$ cat src/rtl/mem_stage_pkg.sv
// rtl/mem_stage_pkg.sv - shared encodings, FSM state type and defaults for the MEM stage
//
// Contents:
//   DEFAULT_TIMEOUT  default bus-timeout limit (REQ cycles awaiting ack)
//   WSEL_*           write-back select encodings for rf_wsel
//   mem_state_t      bus controller FSM states
//   is_mem_op()      classifies an EX/MEM instruction as a data-bus access

package mem_stage_pkg;

    localparam int DEFAULT_TIMEOUT = 16;

    localparam logic [1:0] WSEL_ALU = 2'b00;
    localparam logic [1:0] WSEL_RAM = 2'b01;
    localparam logic [1:0] WSEL_PC4 = 2'b10;
    localparam logic [1:0] WSEL_EXT = 2'b11;

    typedef enum logic [1:0] {
        ST_IDLE = 2'b00,
        ST_REQ  = 2'b01,
        ST_DONE = 2'b10
    } mem_state_t;

    // A load is recognised by its write-back source, a store by ram_we.
    function automatic logic is_mem_op(input logic ram_we, input logic [1:0] wsel);
        return ram_we | (wsel == WSEL_RAM);
    endfunction

endpackage

$ cat src/rtl/mem_dbus_ctrl.sv
// rtl/mem_dbus_ctrl.sv - data-bus access controller: FSM, timeout, bus registers, read capture
//
// Parameters:
//   TIMEOUT     REQ cycles without ack tolerated before the access is aborted (1..255)
// Ports:
//   clk, rst    clock; asynchronous active-high reset
//   mem_op      current EX/MEM instruction is a load or store
//   op_we       store (1) / load (0)
//   op_addr     byte address, op_wdata store data
//   dbus_*      registered request side and ack/rdata response side of the data bus
//   mem_stall   combinational pipeline freeze while an access is outstanding
//   bus_err     sticky timeout flag
//   rdata       captured load data (0 after a timeout)

module mem_dbus_ctrl
    import mem_stage_pkg::*;
#(
    parameter int TIMEOUT = DEFAULT_TIMEOUT
) (
    input  logic        clk,
    input  logic        rst,
    input  logic        mem_op,
    input  logic        op_we,
    input  logic [31:0] op_addr,
    input  logic [31:0] op_wdata,
    output logic        dbus_req,
    output logic        dbus_we,
    output logic [31:0] dbus_addr,
    output logic [31:0] dbus_wdata,
    input  logic        dbus_ack,
    input  logic [31:0] dbus_rdata,
    output logic        mem_stall,
    output logic        bus_err,
    output logic [31:0] rdata
);

    localparam logic [7:0] TIMEOUT_CNT = TIMEOUT[7:0];

    mem_state_t state_q;
    mem_state_t state_d;
    logic [7:0] cnt_q;
    logic       start_req;
    logic       ack_hit;
    logic       timeout_hit;

    always_ff @(posedge clk or posedge rst) begin
        if (rst) begin
            state_q <= ST_IDLE;
        end else begin
            state_q <= state_d;
        end
    end

    // Ack is checked before the timeout so a late ack on the abort cycle still
    // completes the access normally and leaves bus_err untouched.
    always_comb begin
        state_d     = state_q;
        mem_stall   = 1'b0;
        start_req   = 1'b0;
        ack_hit     = 1'b0;
        timeout_hit = 1'b0;
        case (state_q)
            ST_IDLE: begin
                if (mem_op) begin
                    mem_stall = 1'b1;
                    start_req = 1'b1;
                    state_d   = ST_REQ;
                end
            end
            ST_REQ: begin
                mem_stall = 1'b1;
                if (dbus_ack) begin
                    ack_hit = 1'b1;
                    state_d = ST_DONE;
                end else if (cnt_q == TIMEOUT_CNT) begin
                    timeout_hit = 1'b1;
                    state_d     = ST_DONE;
                end
            end
            ST_DONE: begin
                state_d = ST_IDLE;
            end
            default: begin
                state_d = ST_IDLE;
            end
        endcase
    end

    always_ff @(posedge clk or posedge rst) begin
        if (rst) begin
            dbus_req   <= 1'b0;
            dbus_we    <= 1'b0;
            dbus_addr  <= 32'd0;
            dbus_wdata <= 32'd0;
            cnt_q      <= 8'd0;
            bus_err    <= 1'b0;
            rdata      <= 32'd0;
        end else begin
            if (start_req) begin
                dbus_req   <= 1'b1;
                dbus_we    <= op_we;
                dbus_addr  <= op_addr;
                dbus_wdata <= op_wdata;
                cnt_q      <= 8'd0;
            end else if (ack_hit || timeout_hit) begin
                dbus_req <= 1'b0;
            end else if (state_q == ST_REQ) begin
                cnt_q <= cnt_q + 8'd1;
            end

            // Stores leave the capture register alone; an aborted access
            // returns zero so the write-back value is deterministic.
            if (ack_hit && !dbus_we) begin
                rdata <= dbus_rdata;
            end else if (timeout_hit) begin
                rdata <= 32'd0;
            end

            if (timeout_hit) begin
                bus_err <= 1'b1;
            end
        end
    end

endmodule

$ cat src/rtl/mem_stage_unit.sv
// rtl/mem_stage_unit.sv - miniRV MEM stage: data-bus access, stall, write-back select, MEM/WB registers
//
// Optional feature macro: RUN_TRACE_EN (adds pc / inst_valid trace ports and registers)
// Parameters:
//   TIMEOUT            REQ cycles awaiting ack before abort (1..255)
// Ports:
//   cpu_clk, cpu_rst   clock; asynchronous active-high reset
//   *_MEM_in           instruction fields from the EX/MEM register
//   dbus_*             data bus (registered request, ack/rdata response)
//   mem_stall          freezes upstream pipeline registers
//   bus_err            sticky bus-timeout flag
//   *_WB_in            registered MEM/WB outputs
//   pc_MEM_in/pc_WB_in, inst_valid_MEM_in/inst_valid_WB_in   trace ports (RUN_TRACE_EN only)

module mem_stage_unit
    import mem_stage_pkg::*;
#(
    parameter int TIMEOUT = DEFAULT_TIMEOUT
) (
    input  logic        cpu_clk,
    input  logic        cpu_rst,
`ifdef RUN_TRACE_EN
    input  logic [31:0] pc_MEM_in,
    input  logic        inst_valid_MEM_in,
    output logic [31:0] pc_WB_in,
    output logic        inst_valid_WB_in,
`endif
    input  logic [31:0] ext_MEM_in,
    input  logic [31:0] pc4_MEM_in,
    input  logic [4:0]  wR_MEM_in,
    input  logic        ram_we_MEM_in,
    input  logic [1:0]  rf_wsel_MEM_in,
    input  logic        rf_we_MEM_in,
    input  logic [31:0] rD2_MEM_in,
    input  logic [31:0] ALU_C_MEM_in,
    output logic        dbus_req,
    output logic        dbus_we,
    output logic [31:0] dbus_addr,
    output logic [31:0] dbus_wdata,
    input  logic        dbus_ack,
    input  logic [31:0] dbus_rdata,
    output logic        mem_stall,
    output logic        bus_err,
    output logic [31:0] wd_WB_in,
    output logic [4:0]  wR_WB_in,
    output logic        rf_we_WB_in
);

    logic [31:0] rdata;
    logic [31:0] wd_sel;

    mem_dbus_ctrl #(
        .TIMEOUT(TIMEOUT)
    ) u_dbus_ctrl (
        .clk        (cpu_clk),
        .rst        (cpu_rst),
        .mem_op     (is_mem_op(ram_we_MEM_in, rf_wsel_MEM_in)),
        .op_we      (ram_we_MEM_in),
        .op_addr    (ALU_C_MEM_in),
        .op_wdata   (rD2_MEM_in),
        .dbus_req   (dbus_req),
        .dbus_we    (dbus_we),
        .dbus_addr  (dbus_addr),
        .dbus_wdata (dbus_wdata),
        .dbus_ack   (dbus_ack),
        .dbus_rdata (dbus_rdata),
        .mem_stall  (mem_stall),
        .bus_err    (bus_err),
        .rdata      (rdata)
    );

    // Loads only reach this mux unstalled in DONE, when rdata holds the
    // captured bus response for this instruction.
    always_comb begin
        wd_sel = ALU_C_MEM_in;
        case (rf_wsel_MEM_in)
            WSEL_ALU: wd_sel = ALU_C_MEM_in;
            WSEL_RAM: wd_sel = rdata;
            WSEL_PC4: wd_sel = pc4_MEM_in;
            WSEL_EXT: wd_sel = ext_MEM_in;
            default:  wd_sel = ALU_C_MEM_in;
        endcase
    end

    // A stalled cycle writes a bubble: write enable off, data/dest held.
    always_ff @(posedge cpu_clk or posedge cpu_rst) begin
        if (cpu_rst) begin
            wd_WB_in    <= 32'd0;
            wR_WB_in    <= 5'd0;
            rf_we_WB_in <= 1'b0;
        end else if (mem_stall) begin
            rf_we_WB_in <= 1'b0;
        end else begin
            wd_WB_in    <= wd_sel;
            wR_WB_in    <= wR_MEM_in;
            rf_we_WB_in <= rf_we_MEM_in;
        end
    end

`ifdef RUN_TRACE_EN
    always_ff @(posedge cpu_clk or posedge cpu_rst) begin
        if (cpu_rst) begin
            pc_WB_in         <= 32'd0;
            inst_valid_WB_in <= 1'b0;
        end else if (mem_stall) begin
            inst_valid_WB_in <= 1'b0;
        end else begin
            pc_WB_in         <= pc_MEM_in;
            inst_valid_WB_in <= inst_valid_MEM_in;
        end
    end
`endif

endmodule

$ cat config.mk
export PLATFORM = sky130hd
export DESIGN_NAME = mem_stage_unit
export DESIGN_NICKNAME = d
export VERILOG_FILES = /design/src/rtl/mem_stage_pkg.sv /design/src/rtl/mem_dbus_ctrl.sv /design/src/rtl/mem_stage_unit.sv
export SDC_FILE = /design/constraint.sdc
export NUM_CORES = 1
export LEC_CHECK = 0
export BUFFER_PORTS_ARGS = -buffer_cell sky130_fd_sc_hd__buf_2
export CAP_MARGIN = 0
export CELL_PAD_IN_SITES_DETAIL_PLACEMENT = 2
export CELL_PAD_IN_SITES_GLOBAL_PLACEMENT = 2
export CORE_MARGIN = 5
export CORE_UTILIZATION = 29
export CTS_CLUSTER_SIZE = 16
export DETAILED_ROUTE_END_ITERATION = 10
export GPL_ROUTABILITY_DRIVEN = 1
export PLACE_DENSITY = 0.82
export SETUP_SLACK_MARGIN = 0.5
export SLEW_MARGIN = 20
export SYNTH_ARGS = -nofsm -noshare
export SYNTH_HDL_FRONTEND = slang
export SYNTH_SLANG_ARGS = --single-unit
export TNS_END_PERCENT = 5
$ cat constraint.sdc
create_clock -name cpu_clk -period 6.4 [get_ports cpu_clk]
set_clock_uncertainty 0.1 [all_clocks]
set_input_delay 1.28 -clock cpu_clk [delete_from_list [all_inputs] [get_ports cpu_clk]]
set_output_delay 1.28 -clock cpu_clk [all_outputs]
set_load 0.005 [all_outputs]
==> results.md, run 1 <==
- Max FO, Critical Path: 33
- Die Width: 158 um
- CTS max path bufs: 2
- Synthesized Nets: 701
- GRT Resource Usage Total: 18.5%
- Total CTS buffers: 17
- Drt wl/cell: 21.3 um
- Clk_lat worst skew: 420 ps
- Uppermost layer routed: met5
- Critical path type: in -> out
- First-pass detailed-route iteration total: 4
- Worst Tran Pin Value: 1080 ps
- Tcrit/Tclk final: 67.0%
- Reg2reg path depth: 5
- Hold Fails Final Rpt: 0
- Critical Path Sink Type: primary output
- Drc violations: 0
- Area Overhead vs Synth: 35.3%
- Ports: 278
- Commonest non-fill, non-tap cell in the layout: buf_2
- Setup Buffers After CTS: 0
- GR Overflow Total: 0
- IO Port Bufs: 277
- Leak: 4.48 nW
- Gate Count Post-Synth: 527
- Layout cells sized above 1: 48.4%
- Initial antenna violation count: 6
- Tot Pwr: 3.95 mW
- Top post-synthesis cells by area: dfrtp_1, nand2_1, mux4_2, mux2_2, a22o_1
- Vias per cell: 4.87
- Setup TNS Final: 0 ps
- Crit path arrival time: 2910 ps
- Routed length on met2: 12,600 um
- Synth Area in Adders: 0.393%
- H-tree levels: 4
- Synth Cell Area: 6360 um2
- Core Rows: 54
- CP Data Required Time: 5020 ps
- Number of max-cap violations: 0
- Met3 wire len: 1480 um
- Die Span Y: 158 um
- Synth Area in XOR/XNOR: 0.413%
- FF+latch area: 3680 um2
- Sequential element share of the synthesized area: 57.8%
- RSZ-0062 raised after global routing: false
- Hold Path Class: reg -> reg
- Non-Filler Instances: 1,094
- TritonCTS clock tree: done
- Most frequent cells in the layout: buf_2, nand2_1, dfrtp_1
- Status: complete, no violations
- Min cycle time layout: 4290 ps
- Core ar.: 21,700 um2
- Die area: 25,000 um2
- Synth Area in Simple Gates: 14.3%
- Starting Density: 29.3%
- Initial drt markers: 185
- Largest family of logic cells by synthesized area: multiplexers
- Vias: 5,330
- Count of flip-flops with a built-in enable after synthesis: 0
- Syn. warnings: 0
- RD Place Congestion: 0.769
- Syn Area/Cell: 12.1 um2
- Vias in the first global route: 6,200
- Final ANT Viol Nets: 0
- # clock sinks: 147
- M1 wire length: 8740 um
- Compound-Gate Fraction of Synth Area: 5.96%
- Nets: 969
- Top cell type's share of synthesized area: 57.8%
- First-pass GRT wire length: 34,900 um
- Power per cell area: 458 nW/um2
- CTS root buffer: clkbuf_16
- Cell total after placement: 1,055
- FF+latch count, synth: 147
- Finished Core Util: 39.7%
- Max-slew headroom: 28.0%
- Multi-input gate area: 2510 um2
- Synth cell types: 35
- Main synth FF type: dfrtp_1
- Max frequency: 0.233 GHz
- Dpl hpwl: 17,000 um
- Worst setup SP type: input pin
- Cell taking the most area after synthesis: dfrtp_1
- Max-slew violations: 0
- Post-synth ARST share: 100%
- Largest net degree at the start of global routing: 93
- Multiplexer share of the synthesized area: 18.0%
- VDD IR max: 0.000157 V
- Clk slew on worst S/H paths: 60 ps
- Post-CTS Hold Fix Bufs: 0
- # resized after CTS: 0
- Fillers: 2,351
- Worst Hold Depth: 1
- Endpoints failing setup: 0
- Final wirelength: 23,300 um
-- cells in the mapped netlist (all sizes together) (2+ instances only) --
| master | count |
|---|---|
| xor2 | 2 |
| nand3 | 3 |
| dfrtp | 147 |
| clkbuf | 14 |
| ha | 2 |
| mux2 | 37 |
| nand4 | 5 |
| nor2b | 2 |
| a22o | 33 |
| inv | 7 |
| nand2 | 196 |
| o21a | 2 |
| mux4 | 32 |
| o21ai | 4 |
| and3 | 2 |
| nor2 | 4 |
| o31ai | 3 |
| buf | 20 |
-- kinds of logic (layout without fill, tap and decap cells) --
logic type,Yosys count,count (layout)
xor gates and xnor gates,3,3
DFF,147,147
muxes,70,70
and+or+nand+nor,219,219
AOI/OAI and AO/OA,45,45
buffers and inverters,41,322
other,0,6
adders and majority gates,2,2
-- cell type report --
cell class	count	share of cell area, %
inverter	7	0.363
antenna	6	0.174
timing repair buffer	283	16.8
clock buffer	22	5.50
multi-input combinational	339	29.2
tap	280	4.07
sequential	147	42.7
clock inverter	10	1.15
-- registers in the layout (all words and copies together) (netlist names) --
signal and count:
u_dbus_ctrl.rdata 32, u_dbus_ctrl.cnt_q 8, u_dbus_ctrl.dbus_we 1, u_dbus_ctrl.dbus_addr 32, u_dbus_ctrl.state_q 2, u_dbus_ctrl.dbus_req 1, rf_we_WB_in 1, wR_WB_in 5
u_dbus_ctrl.bus_err 1, u_dbus_ctrl.dbus_wdata 32, wd_WB_in 32
-- where the power goes --
part | switching, mW | total, mW | internal (mW)
clock | 0.415 | 0.986 | 0.570
combinational | 0.696 | 1.35 | 0.659
sequential | 0.250 | 1.61 | 1.36
-- worst max-delay path, stage by stage --
cell,delay (ps)
buf_2,800
nor2b_1,550
o31ai_4,90
inv_1,60
buf_2,110
-- through the flow --
step           worst slack [ps]  area (um2)  hold slack, ps
5_1_grt                    1980        8610             390
2_1_floorplan              1070        6360             347
3_5_place_dp               2090        8000             344
3_3_place_gp               2160        8000             339
4_1_cts                    2070        8570             358
6_report                   2110        8610             354
-- final timing paths --
check                                                   endpoint                               start  slack, ps
setup / recovery                                       mem_stall                   rf_wsel_MEM_in[0]       2110
hold / removal                   u_dbus_ctrl.bus_err$_DFFE_PP0P_     u_dbus_ctrl.bus_err$_DFFE_PP0P_        350
setup reg to reg               u_dbus_ctrl.rdata[23]$_DFFE_PP0P_  u_dbus_ctrl.state_q[0]$_DFFE_PP0P_       3950
hold reg to reg                  u_dbus_ctrl.bus_err$_DFFE_PP0P_     u_dbus_ctrl.bus_err$_DFFE_PP0P_        350
max in group asynchronous  u_dbus_ctrl.dbus_addr[31]$_DFFE_PP0P_                             cpu_rst       3910
min in group asynchronous  u_dbus_ctrl.dbus_wdata[0]$_DFFE_PP0P_                             cpu_rst        930
-- metal layers --
metal | vias to the layer above | global-route usage, %
met5 | - | 0
met4 | 2 | 5.69
met3 | 34 | 5.11
met2 | 185 | 34.2
met1 | 2748 | 20.6
li1 | 2361 | -
No activity file was read; power rests on OpenSTA's default activity.
==> run 2: changes to the inputs <==
ABC_AREA = 1   (was unset)
CORE_UTILIZATION = 23   (was 29)
PLACE_DENSITY = 0.78   (was 0.82)
clock period = 3.6 ns   (was 6.4 ns; I/O delays follow)
==> results.md, run 2 <==
- RSZ-0062 raised after global routing: false
- Final wirelength: 29,100 um (+25%)
- Vias per cell: 4.52 (-7.3%)
- Status: complete, no violations
- Max-slew headroom: 35.9% (+7.9 points)
- CTS root buffer: clkbuf_16
- Syn. warnings: 0 (unchanged)
- Ports: 278 (unchanged)
- Post-CTS Hold Fix Bufs: 0 (unchanged)
- Nets: 1,288 (+33%)
- VDD IR max: 0.000253 V (+61%)
- FF+latch count, synth: 147 (unchanged)
- Hold Fails Final Rpt: 0 (unchanged)
- Sequential Power Share: 39.3% (-1.4 points)
- RD Place Congestion: 0.769 (-0.10%)
- CP endpoint: mem_stall
- Worst Tran Pin Value: 961 ps (-119 ps)
- Max frequency: 0.400 GHz
- Sequential element share of the synthesized area: 56.1% (-1.6 points)
- Core Rows: 61 (+13%)
- Dpl hpwl: 20,800 um (+23%)
- Area Overhead vs Synth: 36.5%
- Crit path largest cell delay: 400 ps (-400 ps)
- Drc violations: 0 (unchanged)
- Non-Filler Instances: 1,509 (+38%)
- Power per cell area: 795 nW/um2 (+74%)
- Die area: 32,000 um2 (+28%)
- Vias: 6,814 (+28%)
- Clock share of power: 24.7% (-0.3 points)
- Vias in the first global route: 7,685 (+24%)
- Die Span Y: 179 um (+13%)
- Synthesized Nets: 1,022 (+46%)
- CP Cell Sequence: nor2_1 > o21ai_4 > nand2_2 > buf_2
- Post-synth ARST share: 100% (unchanged)
- Layout cells sized above 1: 29.5% (-19 points)
- Max FO, Critical Path: 9 (-73%)
- Reg2reg path depth: 6 (+1)
- # clock sinks: 147 (unchanged)
- R2R Path End: u_dbus_ctrl.dbus_wdata[7]$_DFFE_PP0P_
- First-pass detailed-route iteration total: 4 (unchanged)
- CP Data Required Time: 2780 ps (-2240 ps)
- Reg2reg start: u_dbus_ctrl.state_q[0]$_DFFE_PP0P_
- Crit path arrival time: 1680 ps (-1230 ps)
- H-tree levels: 4 (unchanged)
- Clk_lat worst skew: 420 ps (about the same)
- Initial antenna violation count: 10 (+4)
- Most common library cells after synthesis: nand2_1, dfrtp_1, nand3_1
- Synth cell types: 19 (-46%)
- TritonCTS clock tree: done
- GRT Resource Usage Total: 17.8% (-0.66 points)
- Leak: 5.01 nW (+12%)
- Setup TNS Final: 0 ps (unchanged)
- P_int: 4.25 mW (+64%)
- Setup Buffers After CTS: 0 (unchanged)
- Largest net degree at the start of global routing: 79 (-15%)
- Total CTS buffers: 17 (unchanged)
- CTS max path bufs: 2 (unchanged)
- GR Overflow Total: 0 (unchanged)
- Sw Ratio: 40.3% (+5.8 points)
- Cell total after placement: 1,473 (+40%)
- Critical path type: reg -> out
- Min cycle time layout: 2500 ps
- # resized after CTS: 0 (unchanged)
- Comb power frac: 36.0% (+1.7 points)
- Top-count cell post-synth: nand2_1
- Initial drt markers: 239 (+29%)
- Max-slew violations: 0 (unchanged)
- Final ANT Viol Nets: 0 (unchanged)
- Starting Density: 23.5% (-5.9 points)
- Core ar.: 27,900 um2 (+29%)
- Cell taking the most area after synthesis: dfrtp_1
- Drt wl/cell: 19.3 um (-9.7%)
- Syn Area/Cell: 7.73 um2 (-36%)
- Hold Path Class: in -> async
- Commonest non-fill, non-tap cell in the layout: nand2_1
- First-pass GRT wire length: 44,000 um (+26%)
- IO Port Bufs: 277 (unchanged)
- Main synth FF type: dfrtp_1
- Endpoints failing setup: 0 (unchanged)
- Number of max-cap violations: 0 (unchanged)
- Count of flip-flops with a built-in enable after synthesis: 0 (unchanged)
- CP max stage cell: dfrtp_1
- Clk slew on worst S/H paths: 70 ps (about the same)
- Tcrit/Tclk final: 69.4%
- Worst setup SP type: flip-flop
- Gate Count Post-Synth: 848 (+61%)
- Synth Cell Area: 6550 um2 (+2.9%)
- Top post-synthesis cells by area: dfrtp_1, nand2_1, nand3_1, nand4_1, buf_2
- Critical Path Sink Type: primary output
- Most frequent cells in the layout: nand2_1, buf_2, dfrtp_1
- Worst Setup SP: u_dbus_ctrl.state_q[0]$_DFFE_PP0P_
- Die Width: 179 um (+13%)
- Flop2flop setup slack: 1370 ps (-2580 ps)
- Top cell type's share of synthesized area: 56.1% (-1.6 points)
- Sw Pwr: 2.87 mW (+110%)
==> run 2: power groups by stage <==
| stage | Combinational (mW) | Clock, mW | Sequential [mW] |
|---|---|---|---|
| CTS | 2.65 | 1.82 | 2.80 |
| global placement | 2.50 | 0 | 2.79 |
| finish | 2.56 | 1.76 | 2.80 |
| global route | 2.92 | 1.89 | 2.88 |
| detailed placement | 2.64 | 0 | 2.81 |
| floorplan | 1.30 | 0 | 2.81 |
==> run 2: kinds of logic (layout without fill, tap and decap cells) <==
group	after synthesis	in the layout	synth area share, %
buffers and inverters	63	342	4.24
AO/OA/AOI/OAI	3	3	0.401
adder cells (fa/ha/maj)	2	2	0.382
other	0	4	0
flip-flops	147	147	56.1
XOR/XNOR	3	3	0.401
AND/OR/NAND/NOR	630	630	38.4
==> run 2: how the worst min path moves through the flow <==
stage	start	endpoint	slack, ps	cells past startpoint
after detailed placement	u_dbus_ctrl.bus_err$_DFFE_PP0P_	u_dbus_ctrl.bus_err$_DFFE_PP0P_	350	2
after floorplan	u_dbus_ctrl.bus_err$_DFFE_PP0P_	u_dbus_ctrl.bus_err$_DFFE_PP0P_	360	2
after global placement	u_dbus_ctrl.bus_err$_DFFE_PP0P_	u_dbus_ctrl.bus_err$_DFFE_PP0P_	340	2
after CTS	cpu_rst	u_dbus_ctrl.dbus_addr[14]$_DFFE_PP0P_	350	3
after global routing	cpu_rst	u_dbus_ctrl.dbus_addr[14]$_DFFE_PP0P_	350	3
final	cpu_rst	u_dbus_ctrl.dbus_addr[14]$_DFFE_PP0P_	310	3
==> run 2: area by class of cell <==
class,instances,area (um2)
multi-input combinational,638,2620
clock inverter,15,135
timing repair buffer,290,1520
tap,378,473
inverter,20,78.8
fill,3369,19000
clock buffer,17,425
antenna,4,10.0
sequential,147,3680
==> run 2: layer usage <==
layer	up-vias	track usage (%)	part of all wire [%]
met4	12	2.85	0.47
met2	193	31.0	49
met5	-	0	0.26
li1	3171	-	-
met1	3417	21.9	43
met3	21	5.95	7.2
==> run 2: stage by stage <==
| stage | hold slack, ps | power, mW | area, um2 | utilization [%] | setup WS [ps] |
|---|---|---|---|---|---|
| 4_1_cts | 352 | 7.27 | 8930 | 32.0 | 1070 |
| 5_1_grt | 346 | 7.68 | 8940 | 32.0 | 1030 |
| 3_3_place_gp | 344 | 5.30 | 8370 | 30.0 | 1060 |
| 2_1_floorplan | 358 | 4.12 | 6560 | - | 933 |
| 6_report | 306 | 7.11 | 8940 | 32.0 | 1100 |
| 3_5_place_dp | 351 | 5.45 | 8370 | 30.0 | 973 |
==> run 2: critical path: cells and delay by family (launching register included) <==
family / cells / cell delay, ps
simple gates: 2 / 550
flops: 1 / 400
buf+inv: 1 / 170
compound gates: 1 / 130
==> run 3: changes to the inputs <==
ABC_AREA = 0   (was 1)
CORE_UTILIZATION = 29   (was 23)
PLACE_DENSITY = 0.82   (was 0.78)
clock period = 2.3 ns   (was 3.6 ns; I/O delays follow)
==> results.md, run 3 (synthesis gave the netlist of run 1 again) <==
- Status: complete, no violations
- Power per cell area: 1280 nW/um2 (+61%)
- Layout cells sized above 1: 50.5% (+21 points)
- Max-slew headroom: 46.0% (+10 points)
- Commonest non-fill, non-tap cell in the layout: buf_2
- Die Width: 158 um (-12%)
- Initial antenna violation count: 4 (-6)
- VDD IR max: 0.000400 V (+58%)
- Hold Fails Final Rpt: 0 (unchanged)
- Final wirelength: 24,300 um (-17%)
- Die Span Y: 158 um (-12%)
- Drc violations: 0 (unchanged)
- Core Rows: 54 (-11%)
- Initial drt markers: 116 (-51%)
- Sw Pwr: 3.94 mW (+37%)
- Total CTS buffers: 17 (unchanged)
- # clock sinks: 147 (unchanged)
- Sw Ratio: 34.6% (-5.7 points)
- Clock share of power: 25.1% (+0.4 points)
- Comb power frac: 35.6% (-0.4 points)
- First-pass GRT wire length: 36,300 um (-17%)
- Vias per cell: 4.87 (+8.0%)
- CTS root buffer: clkbuf_16
- Crit path arrival time: 2320 ps (+640 ps)
- H-tree levels: 4 (unchanged)
- Largest net degree at the start of global routing: 87 (+10%)
- Nets: 994 (-23%)
- GR Overflow Total: 0 (unchanged)
- CP Data Required Time: 2490 ps (-290 ps)
- Post-CTS Hold Fix Bufs: 0 (unchanged)
- Max-slew violations: 0 (unchanged)
- Max frequency: 0.469 GHz
- First-pass detailed-route iteration total: 4 (unchanged)
- Reg2reg path depth: 7 (+1)
- CTS max path bufs: 2 (unchanged)
- Critical Path Sink Type: flip-flop
- GRT Resource Usage Total: 19.1% (+1.3 points)
- Sequential Power Share: 39.3% (about the same)
- Worst Tran Pin Value: 809 ps (-152 ps)
- Tcrit/Tclk final: 92.7%
- P_int: 7.46 mW (+76%)
- Flop2flop setup slack: 170 ps (-1200 ps)
- Final instance area: 8930 um2 (-0.20%)
- Clk_lat worst skew: 420 ps (about the same)
- Ports: 278 (unchanged)
- Vias in the first global route: 6,321 (-18%)
- Min cycle time layout: 2130 ps
- IO Port Bufs: 277 (unchanged)
- Max FO, Critical Path: 8 (-1)
- Most frequent cells in the layout: buf_2, nand2_1, dfrtp_1
- RD Place Congestion: 0.808 (+5.1%)
- Leak: 4.63 nW (-7.5%)
- Worst setup SP type: flip-flop
- TritonCTS clock tree: done
- Clk slew on worst S/H paths: 70 ps (about the same)
- Vias: 5,445 (-20%)
- Starting Density: 29.3% (+5.9 points)
- Critical path type: reg -> reg
- Fillers: 2,353 (-30%)
- Core ar.: 21,700 um2 (-22%)
- Dpl hpwl: 17,400 um (-17%)
- Drt wl/cell: 21.7 um (+13%)
- Post-DP Area: 8150 um2 (-2.6%)
- Number of max-cap violations: 0 (unchanged)
- Final ANT Viol Nets: 0 (unchanged)
- Area Overhead vs Synth: 40.3%
- Die area: 25,000 um2 (-22%)
- RSZ-0062 raised after global routing: true
- Endpoints failing setup: 0 (unchanged)
- Hold Path Class: in -> async
- Finished Core Util: 41.2% (+9.1 points)
run 3: power by group through the flow:
| stage | clock network (mW) | registers [mW] | logic (mW) |
|---|---|---|---|
| finish | 2.86 | 4.48 | 4.06 |
| global route | 3.08 | 4.61 | 4.49 |
| CTS | 2.95 | 4.49 | 4.09 |
| detailed placement | 0 | 4.52 | 3.97 |
| global placement | 0 | 4.44 | 3.75 |
| floorplan | 0 | 4.45 | 1.99 |
run 3: area by class of cell:
class | instances | area (um2) | share of cell area (%)
flip-flops and latches | 147 | 3680 | 41.2
multi-input cells | 342 | 2560 | 28.7
repair buffers | 305 | 1690 | 18.9
clock buffers | 18 | 439 | 4.92
well taps | 280 | 350 | 3.92
clock inverters | 14 | 166 | 1.86
inverters | 7 | 30.0 | 0.336
diodes | 4 | 10.0 | 0.112
run 3: repair_timing:
| item | CTS | global route |
|---|---|---|
| resized for setup | 7 | 0 |
| buffers inserted | 5 | 9 |
| pin swaps | 5 | 3 |
| endpoints found under the setup margin | 40 | 51 |
| gates cloned | 3 | 0 |
| hold endpoints to repair | 0 | 0 |
run 3: through the flow:
step	std cells	hold WS [ps]	total power, mW	worst slack (ps)	setup TNS (ps)
4_1_cts	1104	76.9	11.5	86.3	0
6_report	1117	52.5	11.4	167	0
5_1_grt	1116	74.5	12.2	108	0
2_1_floorplan	527	347	6.44	-107	-15730
3_3_place_gp	1064	346	8.20	193	0
3_5_place_dp	1064	349	8.49	34.1	0
run 3: worst max-delay path, cell delays in order (launching register included):
cell and delay (ps):
dfrtp_1 390, inv_2 70, ha_1 130, or4b_4 480
nor4_4 220, buf_6 210, a21oi_4 140, a22o_1 270
run 3: final timing paths:
path                                                  start                                     to
max                        u_dbus_ctrl.cnt_q[1]$_DFFE_PP0P_      u_dbus_ctrl.rdata[26]$_DFFE_PP0P_
min                                                 cpu_rst  u_dbus_ctrl.dbus_addr[20]$_DFFE_PP0P_
max reg2reg                u_dbus_ctrl.cnt_q[1]$_DFFE_PP0P_      u_dbus_ctrl.rdata[26]$_DFFE_PP0P_
min reg2reg                 u_dbus_ctrl.bus_err$_DFFE_PP0P_        u_dbus_ctrl.bus_err$_DFFE_PP0P_
max in group asynchronous                           cpu_rst       u_dbus_ctrl.cnt_q[0]$_DFFE_PP0P_
min in group cpu_clk                          rD2_MEM_in[9]  u_dbus_ctrl.dbus_wdata[9]$_DFFE_PP0P_
run 3: layer usage:
metal | share of wire [%] | GRT usage [%] | wire length (um) | vias up
met1 | 38 | 21.8 | 9320 | 2804
met3 | 6.2 | 5.39 | 1500 | 35
met4 | 1.6 | 5.44 | 396 | 2
met2 | 54 | 34.9 | 13000 | 188
li1 | - | - | - | 2416
met5 | 0.054 | 0 | 13 | -
